### src/rtl/pll_ctrl_seq.sv
// DDR3 core PLL power-up/recovery sequencer: reset, filtered lock, clkout0 gating, retry supervision.
// Build option: define PLL_CTRL_AUTO_RELOCK_EN to re-sequence (instead of failing) on lock loss in RUN.
module pll_ctrl_seq #(
  parameter int RST_CYCLES   = 16,
  parameter int LOCK_FILT    = 64,
  parameter int LOCK_TIMEOUT = 50000,
  parameter int GATE_DLY     = 8,
  parameter int MAX_RETRY    = 3,
  parameter int CNT_W        = 16
) (
  input  logic       clk,
  input  logic       rst,
  input  logic       enable,
  input  logic       pll_lock,
  output logic       pll_rst,
  output logic       clkout0_gate,
  output logic       ready,
  output logic       fail,
  output logic       lock_lost,
  output logic [1:0] retry_cnt,
  output logic [2:0] state
);

  localparam logic [2:0] ST_IDLE   = 3'd0;
  localparam logic [2:0] ST_RESET  = 3'd1;
  localparam logic [2:0] ST_WAIT   = 3'd2;
  localparam logic [2:0] ST_FILTER = 3'd3;
  localparam logic [2:0] ST_GATE   = 3'd4;
  localparam logic [2:0] ST_RUN    = 3'd5;
  localparam logic [2:0] ST_FAIL   = 3'd6;

  localparam logic [CNT_W-1:0] RST_LAST  = CNT_W'(RST_CYCLES - 1);
  localparam logic [CNT_W-1:0] TO_LAST   = CNT_W'(LOCK_TIMEOUT - 1);
  localparam logic [CNT_W-1:0] FILT_LAST = CNT_W'(LOCK_FILT - 1);
  localparam logic [CNT_W-1:0] GATE_LAST = CNT_W'(GATE_DLY - 1);

  function automatic logic [CNT_W-1:0] cnt_sat_inc(input logic [CNT_W-1:0] c);
    return (c == '1) ? c : c + CNT_W'(1);
  endfunction

  function automatic logic [1:0] retry_sat_inc(input logic [1:0] r);
    return (r == 2'd3) ? r : r + 2'd1;
  endfunction

  logic             lock_p0;
  logic             lock_s;
  logic [CNT_W-1:0] cnt;
  logic [CNT_W-1:0] cnt_nxt;
  logic [2:0]       state_nxt;
  logic [1:0]       retry_nxt;
  logic             attempt_fail;
  logic             lost;

  // Stage p0/s: two-flop synchronizer for the asynchronous lock
  always_ff @(posedge clk) begin
    if (rst) begin
      lock_p0 <= 1'b0;
      lock_s  <= 1'b0;
    end else begin
      lock_p0 <= pll_lock;
      lock_s  <= lock_p0;
    end
  end

  always_comb begin
    state_nxt    = state;
    attempt_fail = 1'b0;
    lost         = 1'b0;
    case (state)
      ST_IDLE:   if (enable) state_nxt = ST_RESET;
      ST_RESET:  if (cnt == RST_LAST) state_nxt = ST_WAIT;
      ST_WAIT: begin
        if (lock_s)              state_nxt = ST_FILTER;
        else if (cnt == TO_LAST) attempt_fail = 1'b1;
      end
      ST_FILTER: begin
        if (!lock_s)               state_nxt = ST_WAIT;
        else if (cnt == FILT_LAST) state_nxt = ST_GATE;
      end
      ST_GATE: begin
        if (!lock_s)               attempt_fail = 1'b1;
        else if (cnt == GATE_LAST) state_nxt = ST_RUN;
      end
      ST_RUN: begin
        if (!lock_s) begin
          lost = 1'b1;
`ifdef PLL_CTRL_AUTO_RELOCK_EN
          state_nxt = ST_RESET;
`else
          state_nxt = ST_FAIL;
`endif
        end
      end
      ST_FAIL:   state_nxt = ST_FAIL;
      default:   state_nxt = ST_IDLE;
    endcase

    if (attempt_fail)
      state_nxt = (int'(retry_cnt) + 1 >= MAX_RETRY) ? ST_FAIL : ST_RESET;

    // Shutdown request overrides every other transition
    if (!enable) begin
      state_nxt    = ST_IDLE;
      attempt_fail = 1'b0;
      lost         = 1'b0;
    end
  end

  always_comb begin
    retry_nxt = retry_cnt;
    if (state == ST_IDLE && state_nxt == ST_RESET)
      retry_nxt = 2'd0;
    else if (attempt_fail)
      retry_nxt = retry_sat_inc(retry_cnt);
`ifdef PLL_CTRL_AUTO_RELOCK_EN
    if (state_nxt == ST_RUN && state != ST_RUN)
      retry_nxt = 2'd0;
`endif
  end

  // Shared counter restarts on every state change
  always_comb begin
    cnt_nxt = cnt;
    if (state_nxt != state)
      cnt_nxt = '0;
    else if (state == ST_RESET || state == ST_WAIT || state == ST_FILTER || state == ST_GATE)
      cnt_nxt = cnt_sat_inc(cnt);
  end

  // Outputs registered from the next state so they align with the state register
  always_ff @(posedge clk) begin
    if (rst) begin
      state        <= ST_IDLE;
      cnt          <= '0;
      retry_cnt    <= 2'd0;
      pll_rst      <= 1'b1;
      clkout0_gate <= 1'b0;
      ready        <= 1'b0;
      fail         <= 1'b0;
      lock_lost    <= 1'b0;
    end else begin
      state        <= state_nxt;
      cnt          <= cnt_nxt;
      retry_cnt    <= retry_nxt;
      pll_rst      <= (state_nxt == ST_IDLE) || (state_nxt == ST_RESET) || (state_nxt == ST_FAIL);
      clkout0_gate <= (state_nxt == ST_RUN);
      ready        <= (state_nxt == ST_RUN);
      fail         <= (state_nxt == ST_FAIL);
      lock_lost    <= lost;
    end
  end

endmodule
### config.mk
export PLATFORM = sky130hd
export DESIGN_NAME = pll_ctrl_seq
export DESIGN_NICKNAME = d
export VERILOG_FILES = /design/src/rtl/pll_ctrl_seq.sv
export SDC_FILE = /design/constraint.sdc
export NUM_CORES = 1
export LEC_CHECK = 0
export ABC_AREA = 1
export CAP_MARGIN = 5
export CORE_MARGIN = 3
export CORE_UTILIZATION = 55
export DETAILED_ROUTE_END_ITERATION = 8
export HOLD_SLACK_MARGIN = 0.06
export PLACE_DENSITY_LB_ADDON = 0.15
export REMOVE_ABC_BUFFERS = 1
export SETUP_SLACK_MARGIN = 0.4
export SYNTH_ARGS = -nofsm -noshare
export SYNTH_HDL_FRONTEND = slang
export SYNTH_SLANG_ARGS = --single-unit
export TNS_END_PERCENT = 50
### constraint.sdc
create_clock -name clk -period 2.6 [get_ports clk]
set_input_delay 0.52 -clock clk [delete_from_list [all_inputs] [get_ports clk]]
set_output_delay 0.52 -clock clk [all_outputs]
set_load 0.03 [all_outputs]
* Yosys cells after proc, flatten, opt, wreduce, memory -nomap -nowiden *
Index checks and enable logic that the tools add are counted.

word-level totals
  logic and storage cells = 62
  flip-flop bits (word level) = 27
  bits of input ports = 4

cells by class
  muxes and demuxes = 16
  order comparisons = 1
  reductions and logical operators = 13
  add/subtract/negate cells = 3
  eq/ne operators = 16
  bitwise operators = 4

operators by type and width
  operator                 number
  $eq A16 B16 Y1 const B   2
  $mux W3                  10
  $pmux W3 S7              1
  $add A16 B1 Y16 const B  1
  $eq A16 B3 Y1 const B    1
  $eq A16 B4 Y1 const B    1
  $eq A16 B6 Y1 const B    1
  $eq A3 B3 Y1 const B     5
  $eq A3 B1 Y1 const B     2
  $eq A3 B2 Y1 const B     2
  $logic_not A3 Y1         2
  $logic_or A1 B1 Y1       5
  $mux W1                  4
  $not A1 Y1               4
  $reduce_and A2 Y1        2
  $reduce_or A2 Y1         2
  $add A2 B1 Y3 const B    1
  $ge A3 B2 Y1 const B     1
  $ne A3 B3 Y1             1
  $reduce_or A3 Y1         1
  $add A2 B1 Y2 const B    1
  $eq A2 B2 Y1 const B     1
  $pmux W1 S2              1
  $logic_and A1 B1 Y1      1

* Logic depth before layout (Yosys ltp) *
Gate-level depths: netlist of run 1.

  word-level depth = 9
  depth in mapped cells = 16
  gate-level depth less buffers = 15

* Worst setup path before layout of run 1 *
No wires, ideal clock.

  kind = reg-to-reg
  start = register state[1]
  end = register cnt[14]
  period minus slack after synthesis = 1.901 ns
  path slack = 0.699 ns
  cell stages (with the launch flop) = 16
  arrival = 1.780 ns
  library setup time = 0.121 ns
  data required time = 2.479 ns
  cell sequence = dfxtp_1 -> buf_2 -> nand3_2 -> nor2_2 -> nand3_2 -> nand2_2 -> nand3_2 -> nand2_1 -> inv_2 -> nand2_1 -> nand2_1 -> nand2_1 -> inv_2 -> nand2_4 -> buf_12 -> nor2_4

between the ends
  cells in the longest elaborated chain, start to end = 7
  elaborated cells between the ends (all ways) = 24
  those cells by class = 7 x eq/ne; 11 x mux; 6 x reduce/logical

RTL lines
  element                     RTL line  text
  from (decl)                 21        output logic [2:0] state
  from (signal assigned)      142       state <= state_nxt;
  $mux W3 (on tied branches)  82, 78
  $mux W3 (on tied branches)  81, 77
  $pmux W3 S7                 69        case (state)
  $mux W3                     98        if (attempt_fail)
  $mux W3                     102       if (!enable) begin
  $ne A3 B3 Y1                124       if (state_nxt != state)
  $reduce_or A2 Y1 (no line)  --
  to (signal assigned)        143       cnt <= cnt_nxt;
  to (decl)                   47        logic [CNT_W-1:0] cnt;

Parallel ways exist; a longest one is shown, timed or not.
A chain may end at the register's enable or synchronous reset.

* Worst setup path after layout of run 1 *
  start = register state[2]
  end = output state[2]

No word-level cell between the ends.

==> results of run 1 <==
## worst min-delay path: stages, from the launching register on
cell and delay (ps):
dfxtp_1 330, inv_1 40, nor2_1 30
## logic make-up after synthesis
logic type / Yosys count
AND/OR/NAND/NOR: 141
XOR/XNOR: 16
AO/OA/AOI/OAI: 10
adder cells (fa/ha/maj): 4
buffers and inverters: 49
flip-flops: 27
## worst max-delay path by stage
| stage | startpoint | end | slack [ps] | depth (start not counted) |
|---|---|---|---|---|
| 2_1_floorplan | state[1]$_SDFF_PP0_ | cnt[0]$_SDFFE_PP0P_ | 700 | 13 |
| 3_3_place_gp | enable | cnt[0]$_SDFFE_PP0P_ | 560 | 9 |
| 3_5_place_dp | cnt[1]$_SDFFE_PP0P_ | cnt[2]$_SDFFE_PP0P_ | 560 | 14 |
| 4_1_cts | state[2]$_SDFF_PP0_ | state[2] | 450 | 1 |
| 5_1_grt | state[2]$_SDFF_PP0_ | state[2] | 380 | 1 |
| 6_report | state[2]$_SDFF_PP0_ | state[2] | 460 | 1 |
## through the flow
stage          total power [uW]  worst slack, ps  cells  hold slack, ps
2_1_floorplan               471              705    241             388
3_5_place_dp                489              558    299             395
3_3_place_gp                489              564    299             392
5_1_grt                     710              378    303             463
6_report                    673              459    303             419
4_1_cts                     680              453    303             416
## per-layer routing
layer	GRT usage, %	vias up
met5	0	-
met4	4.04	0
met3	3.57	2
met2	26.2	26
met1	26.9	625
li1	-	783
## Yosys cell counts, types with 3 or more instances
master   instances  area [sq um]
dfxtp_1         27           541
ha_1             4          50.1
inv_1           34           128
inv_2            8          30.0
nand2_1         39           146
nand2_2         13          81.3
nand3_1         14          70.1
nand3_2          6          60.1
nand4_1          3          18.8
nor2_1          28           105
nor2_2           8          50.1
nor2_4          14           158
nor3_1           8          40.0
o21ai_0          6          30.0
xnor2_1          3          26.3
xor2_1          13           114
## final cells by class
class	count	area, sq um	share of cell area, %
clock buffers	3	22.5	1.13
clock inverters	1	5.00	0.251
inverters	43	161	8.09
multi-input cells	171	1070	53.8
flip-flops and latches	27	541	27.1
well taps	44	55.1	2.76
repair buffers	14	138	6.90
## sequential cells by signal, summed over array words and instances (netlist names)
register   cells
lock_p0        1
fail           1
lock_s         1
ready          1
cnt           16
state          3
lock_lost      1
pll_rst        1
retry_cnt      2
## report_power, final
group          total [uW]  switching [uW]  internal [uW]
logic                60.6            40.8           19.8
clock network         191             134           57.7
registers             421            3.83            417
## repair_timing
action / CTS / global route
setup endpoints to repair: 0 / 20
resized for setup: 0 / 2
buffers inserted: 0 / 0
==> flow_metrics.env, run 1 <==
export IMPL_track_usage_pct=17.9
export IMPL_crit_chain="clkdlybuf4s50_1"
export IMPL_critPathBufInv=1
export IMPL_firstDrtPassIters=4
export IMPL_final_cell_mix="nand2_1 (39), inv_1 (34), nor2_1 (28)"
export IMPL_synth_simple_area_share_pct=44.7
export IMPL_clock_sinks=27
export IMPL_hold_buffers=0
export IMPL_endpoint_kind="primary output"
export IMPL_clockBufferDepth=2
export IMPL_grt_pass1_wl_um=5930
export IMPL_grt_overflow=0
export IMPL_topRoutingLayerUsed="met4"
export IMPL_clk_latency_ps=330
export IMPL_path_delay_family="buffers and inverters"
export IMPL_synthArstFlopShare_pct=0
export IMPL_yosysUniqueCellTypes=30
export IMPL_critPathMaxStageDelay_ps=740
export IMPL_skew_ps=15.0
export IMPL_synth_compound_area_share_pct=3.10
export IMPL_ctsHtreeMaxLevel=1
export IMPL_hold_end="lock_s$_SDFF_PP0_"
export IMPL_postPlaceCellArea_sq_um=1950
export IMPL_dieArea_sq_um=4020
export IMPL_first_global_vias=1362
export IMPL_rsz0062_at_grt="yes"
export IMPL_status="finished, final reports clean"
export IMPL_grt_max_degree=17
export IMPL_cp_required_ps=2080
export IMPL_io_buffers=13
export IMPL_drive_gt1_share_pct=22.8
export IMPL_postLayoutCellArea_sq_um=1990
export IMPL_drv_slew=0
export IMPL_wl_per_cell_um=10.5
export IMPL_setup_tns_ps=0
export IMPL_nNetsFinal=268
export IMPL_r2r_end="cnt[13]$_SDFFE_PP0P_"
export IMPL_cp_slowest_cell="clkdlybuf4s50_1"
export IMPL_final_antenna_net_count=0
export IMPL_arrival_ps=1620
export IMPL_routed_via_density=4.74
export IMPL_cts_buffers=3
export IMPL_rows=20
export IMPL_die_height_um=63.4
export IMPL_synthCells=247
export IMPL_hold_path_class="register to register"
export IMPL_start_util_pct=58.5
export IMPL_synth_adder_area_share_pct=2.76
export IMPL_route_met3_wl_um=116
export IMPL_critPathLaunchType="register"
export IMPL_worstPathMaxFanout=9
export IMPL_synth_top_family_by_area="simple AND/OR/NAND/NOR gates"
export IMPL_synth_seq_cells=27
export IMPL_place_congestion=0.894
export IMPL_pin_count=14
export IMPL_ir_drop_uv=290
export IMPL_clockRootBuffer="clkbuf_4"
export IMPL_final_fill_count=299
export IMPL_hold_path_depth=2
export IMPL_layout_min_cycle_time_ps=2140
export IMPL_wl_met2_um=1270
export IMPL_synthMuxAreaShare_pct=0
export IMPL_drc_errors=0
export IMPL_r2r_setup_slack_ps=590
export IMPL_rr_startpoint="cnt[1]$_SDFFE_PP0P_"
export IMPL_final_common_cell="nand2_1"
export IMPL_slew_headroom_pct=76.9
export IMPL_drv_cap=0
export IMPL_drt_wl_total_um=3190
export IMPL_max_freq_mhz=467
export IMPL_finalSetupViolations=0
export IMPL_n_antenna_cell=0
export IMPL_path_clk_slew_ps=160
export IMPL_synth_avg_cell_area_sq_um=7.35
export IMPL_synth_edf_count=0
export IMPL_fin_crit_sh_pct=82.3
export IMPL_syn_to_final_growth_pct=9.93
export IMPL_ys_flop_type="dfxtp_1"
export IMPL_wl_met1_um=1790
export IMPL_max_slew_worst_pin_slew_ps=344
export IMPL_ys_seq_area_share_pct=29.8
export IMPL_antenna_found_initial=0
export IMPL_drt_initial_drc_count=65
export IMPL_cellLeakagePower_uw=0.000755
export IMPL_synth_xor_area_share_pct=7.72
export IMPL_ys_warn_count=0
export IMPL_worstHoldStart="lock_p0$_SDFF_PP0_"
export IMPL_cts_tree="done"
export IMPL_criticalPathCategory="register to primary output"
export IMPL_die_x_um=63.4
export IMPL_reg2regPathDepth=12
export IMPL_powerDensity_nw_per_um2=337
export IMPL_synth_area_sq_um=1810
export IMPL_postLayoutCoreUtil_pct=64.3
export IMPL_core_area_sq_um=3100
export IMPL_hpwl_um=2530
export IMPL_finalHoldViolCount=0
export IMPL_vias=1436
No activity file was read; power rests on OpenSTA's default activity.
==> run 2: changes to the inputs <==
==> constraint.sdc (replaced) <==
create_clock -name clk -period 2.21 [get_ports clk]
set_input_delay 0.442 -clock clk [delete_from_list [all_inputs] [get_ports clk]]
set_output_delay 0.442 -clock clk [all_outputs]
set_load 0.03 [all_outputs]
==> run 2 against run 1 <==
  * Worst hold slack got worse by 1.2 ps
  * Sequential cell count unchanged
  * Register-to-register slack got worse by 330 ps
==> flow_metrics.env, run 2 (same netlist as run 1, synthesis figures left out) <==
export IMPL_core_area_sq_um=3100
export IMPL_dp_slack_ps=169
export IMPL_skew_ps=8.99
export IMPL_powerDensity_nw_per_um2=366
export IMPL_hpwl_um=2540
export IMPL_start_util_pct=58.5
export IMPL_clk_latency_ps=340
export IMPL_criticalPathCategory="register to register"
export IMPL_grt_max_degree=18
export IMPL_clockRootBuffer="clkbuf_4"
export IMPL_grt_util_met1_pct=27.4
export IMPL_final_fill_count=280
export IMPL_wl_per_cell_um=12.1
export IMPL_path_clk_slew_ps=160
export IMPL_met2_usage_pct=32.5
export IMPL_antenna_found_initial=0
export IMPL_finalHoldViolCount=0
export IMPL_endpoint_kind="register"
export IMPL_track_usage_pct=20.3
export IMPL_cellLeakagePower_uw=0.000851
export IMPL_biggestRegsByFlops="cnt: 16 flops, state: 3 flops, retry_cnt: 2 flops"
export IMPL_drc_errors=0
export IMPL_worstPathMaxFanout=8
export IMPL_critPathLaunchType="register"
export IMPL_grt_overflow=0
export IMPL_finalSetupViolations=0
export IMPL_ctsHtreeMaxLevel=1
export IMPL_routed_via_density=4.94
export IMPL_final_common_cell="nand2_1"
export IMPL_cp_required_ps=2510
export IMPL_die_x_um=63.4
export IMPL_final_cell_mix="nand2_1 (34), inv_1 (32), nor2_1 (22)"
export IMPL_drive_gt1_share_pct=38.7
export IMPL_clockBufferDepth=2
export IMPL_hold_buffers=0
export IMPL_slew_headroom_pct=78.3
export IMPL_nNetsFinal=280
export IMPL_max_freq_mhz=512
export IMPL_status="finished, final reports clean"
export IMPL_drt_initial_drc_count=79
export IMPL_syn_to_final_growth_pct=23.7
export IMPL_largest_reg_flops=16
export IMPL_regMostFlops="cnt"
export IMPL_hold_path_class="register to register"
export IMPL_arrival_ps=2250
export IMPL_fin_crit_sh_pct=88.4
export IMPL_setup_tns_ps=0
export IMPL_drt_wl_total_um=3820
export IMPL_layout_min_cycle_time_ps=1950
export IMPL_dieArea_sq_um=4020
export IMPL_met3_usage_pct=4.28
export IMPL_clock_sinks=27
export IMPL_grt_pass1_wl_um=6570
export IMPL_cts_tree="done"
export IMPL_place_congestion=0.991
export IMPL_firstDrtPassIters=4
export IMPL_drv_cap=0
export IMPL_io_buffers=13
export IMPL_max_slew_worst_pin_slew_ps=324
export IMPL_first_global_vias=1471
export IMPL_final_antenna_net_count=0
export IMPL_die_height_um=63.4
export IMPL_n_antenna_cell=0
export IMPL_drv_slew=0
export IMPL_cts_buffers=3
export IMPL_busiest_layer="met2"
export IMPL_pin_count=14
export IMPL_rows=20
export IMPL_vias=1555
export IMPL_ir_drop_uv=446
export IMPL_timing_final_ws_setup_ps=257
export IMPL_rsz0062_at_grt="yes"
run 2: layer usage:
layer	part of all wire, %	wire length [um]
met5	0	0
met1	47	1800
met4	1.8	67
met2	48	1830
met3	3.2	122
run 2: area by class of cell:
class                           instances  area, sq um  share of cell area [%]
Clock buffer                            3         22.5                    1.00
Clock inverter                          1         8.76                   0.390
Inverter                               43          164                    7.30
Multi-Input combinational cell        172         1210                    54.1
Sequential cell                        27          564                    25.1
Tap cell                               44         55.1                    2.45
Timing Repair Buffer                   25          216                    9.64
run 2: final timing paths:
| kind | startpoint | endpoint | slack [ps] | cells after the start |
|---|---|---|---|---|
| worst min-delay path | lock_p0$_SDFF_PP0_ | lock_s$_SDFF_PP0_ | 420 | 2 |
| worst min register to register | lock_p0$_SDFF_PP0_ | lock_s$_SDFF_PP0_ | 420 | 2 |
| worst max register to register | cnt[0]$_SDFFE_PP0P_ | cnt[15]$_SDFFE_PP0P_ | 260 | 13 |
| worst max-delay path | cnt[0]$_SDFFE_PP0P_ | cnt[15]$_SDFFE_PP0P_ | 260 | 13 |
run 2: repair_timing:
| action | in CTS | in global routing |
|---|---|---|
| cloned | 1 | 0 |
| gates resized for setup | 23 | 31 |
| setup endpoints to repair | 23 | 25 |
| setup buffers | 6 | 3 |
| pin swaps | 5 | 7 |
run 2: critical path, stage by stage (launching register included):
cell and delay [ps]:
dfxtp_2 390, ha_4 160, nand3_4 100, nor2_2 100, nand3_2 80, nand2_2 100
nand2_2 90, nand2_2 100, nand3_2 90, nand2_2 110, nand3_4 70, nor2_4 230
nand2_8 170, nor2_4 110
run 2: through the flow:
step	instance area (sq um)	hold slack (ps)	cells	power, uW	utilization (%)
finish	2240	418	315	821	72.3
global route	2240	460	315	865	72.3
CTS	2120	421	312	825	68.3
detailed placement	1970	400	301	578	63.4
global placement	1970	389	301	578	63.4
floorplan	1760	388	241	554	-
run 2: power by group:
part / internal (uW) / switching (uW)
clock network: 74.2 / 162
registers: 488 / 5.76
logic: 29.4 / 61.7
==> run 3: changes to the inputs <==
--- a/config.mk
+++ b/config.mk
@@ -5,10 +5,8 @@
 export SDC_FILE = /design/constraint.sdc
 export NUM_CORES = 1
 export LEC_CHECK = 0
-export ABC_AREA = 1
-export CAP_MARGIN = 5
 export CORE_MARGIN = 3
-export CORE_UTILIZATION = 55
+export CORE_UTILIZATION = 52
 export DETAILED_ROUTE_END_ITERATION = 8
 export HOLD_SLACK_MARGIN = 0.06
 export PLACE_DENSITY_LB_ADDON = 0.15
==> constraint.sdc (replaced) <==
create_clock -name clk -period 1.79 [get_ports clk]
set_input_delay 0.358 -clock clk [delete_from_list [all_inputs] [get_ports clk]]
set_output_delay 0.358 -clock clk [all_outputs]
set_load 0.03 [all_outputs]
==> run 3 against run 2 <==
  * The run now ends with setup timing left
  * Non-clock buffer count increased by 52
  * Utilization increased by 14 points
  * Via count increased by 18%
  * Largest cell class unchanged
  * Clock-buffer cell count unchanged
  * Clock power increased by 27%
  * Synthesized cell count decreased by 28%
  * Die area increased by 1.5%
==> flow_metrics.env, run 3 <==
export IMPL_postPlaceCellArea_sq_um=2300
export IMPL_routed_via_density=6.22
export IMPL_final_cell_mix="buf_4 (48), dfxtp_1 (18), buf_6 (14)"
export IMPL_place_congestion=0.969
export IMPL_final_common_cell="buf_4"
export IMPL_track_usage_pct=26.2
export IMPL_synth_most_common_cell="dfxtp_1"
export IMPL_hold_end="lock_s$_SDFF_PP0_"
export IMPL_critPathLaunchType="register"
export IMPL_drt_wl_total_um=6120
export IMPL_clockRootBuffer="clkbuf_4"
export IMPL_power_internal_uw=776
export IMPL_p_total_uw=1090
export IMPL_critPathBufInv=2
export IMPL_nNetsFinal=260
export IMPL_critPathMaxStageDelay_ps=420
export IMPL_reg2regPathDepth=8
export IMPL_syn_to_final_growth_pct=54.9
export IMPL_firstDrtPassIters=5
export IMPL_max_slew_worst_pin_slew_ps=369
export IMPL_drv_cap=0
export IMPL_core_area_sq_um=3130
export IMPL_failed_checks="setup timing"
export IMPL_path_delay_family="simple AND/OR/NAND/NOR gates"
export IMPL_vias=1835
export IMPL_drt_initial_drc_count=151
export IMPL_biggestRegsByFlops="cnt: 16 flops, state: 3 flops, retry_cnt: 2 flops"
export IMPL_endpoint_kind="register"
export IMPL_finalSetupViolations=23
export IMPL_hold_path_class="register to register"
export IMPL_worstPathMaxFanout=8
export IMPL_ys_flop_type="dfxtp_1"
export IMPL_die_x_um=63.9
export IMPL_switching_share_pct=28.9
export IMPL_clk_latency_ps=350
export IMPL_ys_seq_area_share_pct=31.0
export IMPL_r2r_setup_slack_ps=-380
export IMPL_start_util_pct=55.7
export IMPL_ys_warn_count=0
export IMPL_clock_sinks=27
export IMPL_n_antenna_cell=0
export IMPL_synth_top_area_share_pct=31.0
export IMPL_slew_headroom_pct=75.3
export IMPL_worstHoldStart="lock_p0$_SDFF_PP0_"
export IMPL_hold_path_depth=1
export IMPL_max_freq_mhz=460
export IMPL_synth_top_area_cell="dfxtp_1"
export IMPL_hpwl_um=3340
export IMPL_grt_overflow=0
export IMPL_finalHoldViolCount=0
export IMPL_drive_gt1_share_pct=55.4
export IMPL_layout_min_cycle_time_ps=2170
export IMPL_synthCells=177
export IMPL_final_antenna_net_count=0
export IMPL_rr_startpoint="cnt[14]$_SDFFE_PP0P_"
export IMPL_io_buffers=13
export IMPL_cts_tree="done"
export IMPL_timing_final_ws_setup_ps=-384
export IMPL_synth_edf_count=0
export IMPL_wl_per_cell_um=20.7
export IMPL_cp_required_ps=2070
export IMPL_ir_drop_uv=437
export IMPL_criticalPathCategory="register to register"
export IMPL_synth_common_cells="dfxtp_1 (27), nor2_1 (14), nand2_1 (13), nand3_1 (13), nor3_1 (12)"
export IMPL_status="complete, but fails checks"
export IMPL_synth_seq_cells=27
export IMPL_final_fill_count=151
export IMPL_pwr_share_clk_pct=27.5
export IMPL_synth_avg_cell_area_sq_um=9.85
export IMPL_drv_slew=0
export IMPL_yosysUniqueCellTypes=54
export IMPL_grt_pass1_wl_um=8400
export IMPL_cp_slowest_cell="dfxtp_1"
export IMPL_drc_errors=0
export IMPL_hold_buffers=0
export IMPL_largest_reg_flops=16
export IMPL_rsz0062_at_grt="yes"
export IMPL_path_clk_slew_ps=160
export IMPL_crit_chain="and4_1 -> nand4_1 -> o22ai_4 -> buf_6 -> o211ai_1 -> o31ai_4 -> buf_12 -> nor4b_4"
export IMPL_rows=20
export IMPL_die_height_um=63.9
export IMPL_synthArstFlopShare_pct=0
export IMPL_synth_area_sq_um=1740
export IMPL_first_global_vias=1758
export IMPL_dieArea_sq_um=4080
export IMPL_comb_power_share_pct=16.6
export IMPL_postLayoutCoreUtil_pct=86.3
export IMPL_switchingPower_uw=316
export IMPL_cellLeakagePower_uw=0.00106
export IMPL_cts_buffers=3
export IMPL_fin_crit_sh_pct=121
export IMPL_antenna_found_initial=0
export IMPL_powerDensity_nw_per_um2=404
export IMPL_arrival_ps=2450
export IMPL_r2r_end="cnt[9]$_SDFFE_PP0P_"
export IMPL_regMostFlops="cnt"
export IMPL_grt_max_degree=17
export IMPL_skew_ps=1.00
export IMPL_clockBufferDepth=2
export IMPL_pin_count=14
export IMPL_synth_area_top_cells="dfxtp_1 (31%), nor4b_4 (6.8%), xor2_1 (5.5%), nor4b_2 (5.2%), nand3_1 (3.7%)"
export IMPL_postLayoutCellArea_sq_um=2700
export IMPL_seqPwrFrac_pct=55.9
export IMPL_ctsHtreeMaxLevel=1
==> run 3: area by class of cell <==
type | count | area, sq um | area share (%)
inverters | 5 | 18.8 | 0.695
repair buffers | 77 | 704 | 26.1
multi-input cells | 138 | 1330 | 49.4
clock buffers | 3 | 22.5 | 0.834
flip-flops and latches | 27 | 559 | 20.7
well taps | 44 | 55.1 | 2.04
clock inverters | 1 | 7.51 | 0.278
==> run 3: cell families after synthesis <==
family	Yosys count	share of synthesized area, %
xor gates and xnor gates	17	8.54
DFF	27	31.0
muxes	1	0.574
adders and majority gates	4	2.87
buffers and inverters	13	4.67
and+or+nand+nor	92	39.6
AOI/OAI and AO/OA	23	12.7
==> run 3: worst max path at each step <==
stage / start / end / slack (ps) / depth (start not counted)
final: cnt[14]$_SDFFE_PP0P_ / cnt[9]$_SDFFE_PP0P_ / -380 / 8
after global routing: cnt[15]$_SDFFE_PP0P_ / cnt[0]$_SDFFE_PP0P_ / -420 / 9
after CTS: cnt[13]$_SDFFE_PP0P_ / cnt[4]$_SDFFE_PP0P_ / -300 / 7
after detailed placement: cnt[10]$_SDFFE_PP0P_ / cnt[10]$_SDFFE_PP0P_ / -510 / 6
after global placement: cnt[0]$_SDFFE_PP0P_ / cnt[15]$_SDFFE_PP0P_ / -400 / 7
after floorplan: state[0]$_SDFF_PP0_ / cnt[0]$_SDFFE_PP0P_ / -530 / 6
==> run 3: timing repair <==
action,in CTS,in global routing
setup buffers,3,5
pin swaps,8,23
gates cloned,1,1
setup endpoints to repair,34,31
resized for setup,66,40
==> run 3: power groups by stage <==
stage	logic [uW]	registers (uW)	clock network [uW]
after floorplan	55.6	630	0
after global placement	119	624	0
after detailed placement	123	624	0
after CTS	153	608	290
after global routing	188	612	323
final	181	610	300
==> run 3: stage by stage <==
stage	worst slack (ps)	hold WS, ps	setup TNS, ps	std cells
floorplan	-530	414	-9110	169
global placement	-396	421	-6660	281
detailed placement	-510	438	-8470	281
CTS	-300	464	-4680	289
global route	-422	480	-7760	295
finish	-384	475	-6660	295
==> run 3: routing by layer <==
| layer | share of wire [%] | vias up | GRT usage (%) |
|---|---|---|---|
| met4 | 5.3 | 0 | 10.2 |
| met5 | 0 | - | 0 |
| li1 | - | 803 | - |
| met1 | 40 | 883 | 33.0 |
| met2 | 48 | 110 | 45.2 |
| met3 | 6.0 | 39 | 2.99 |
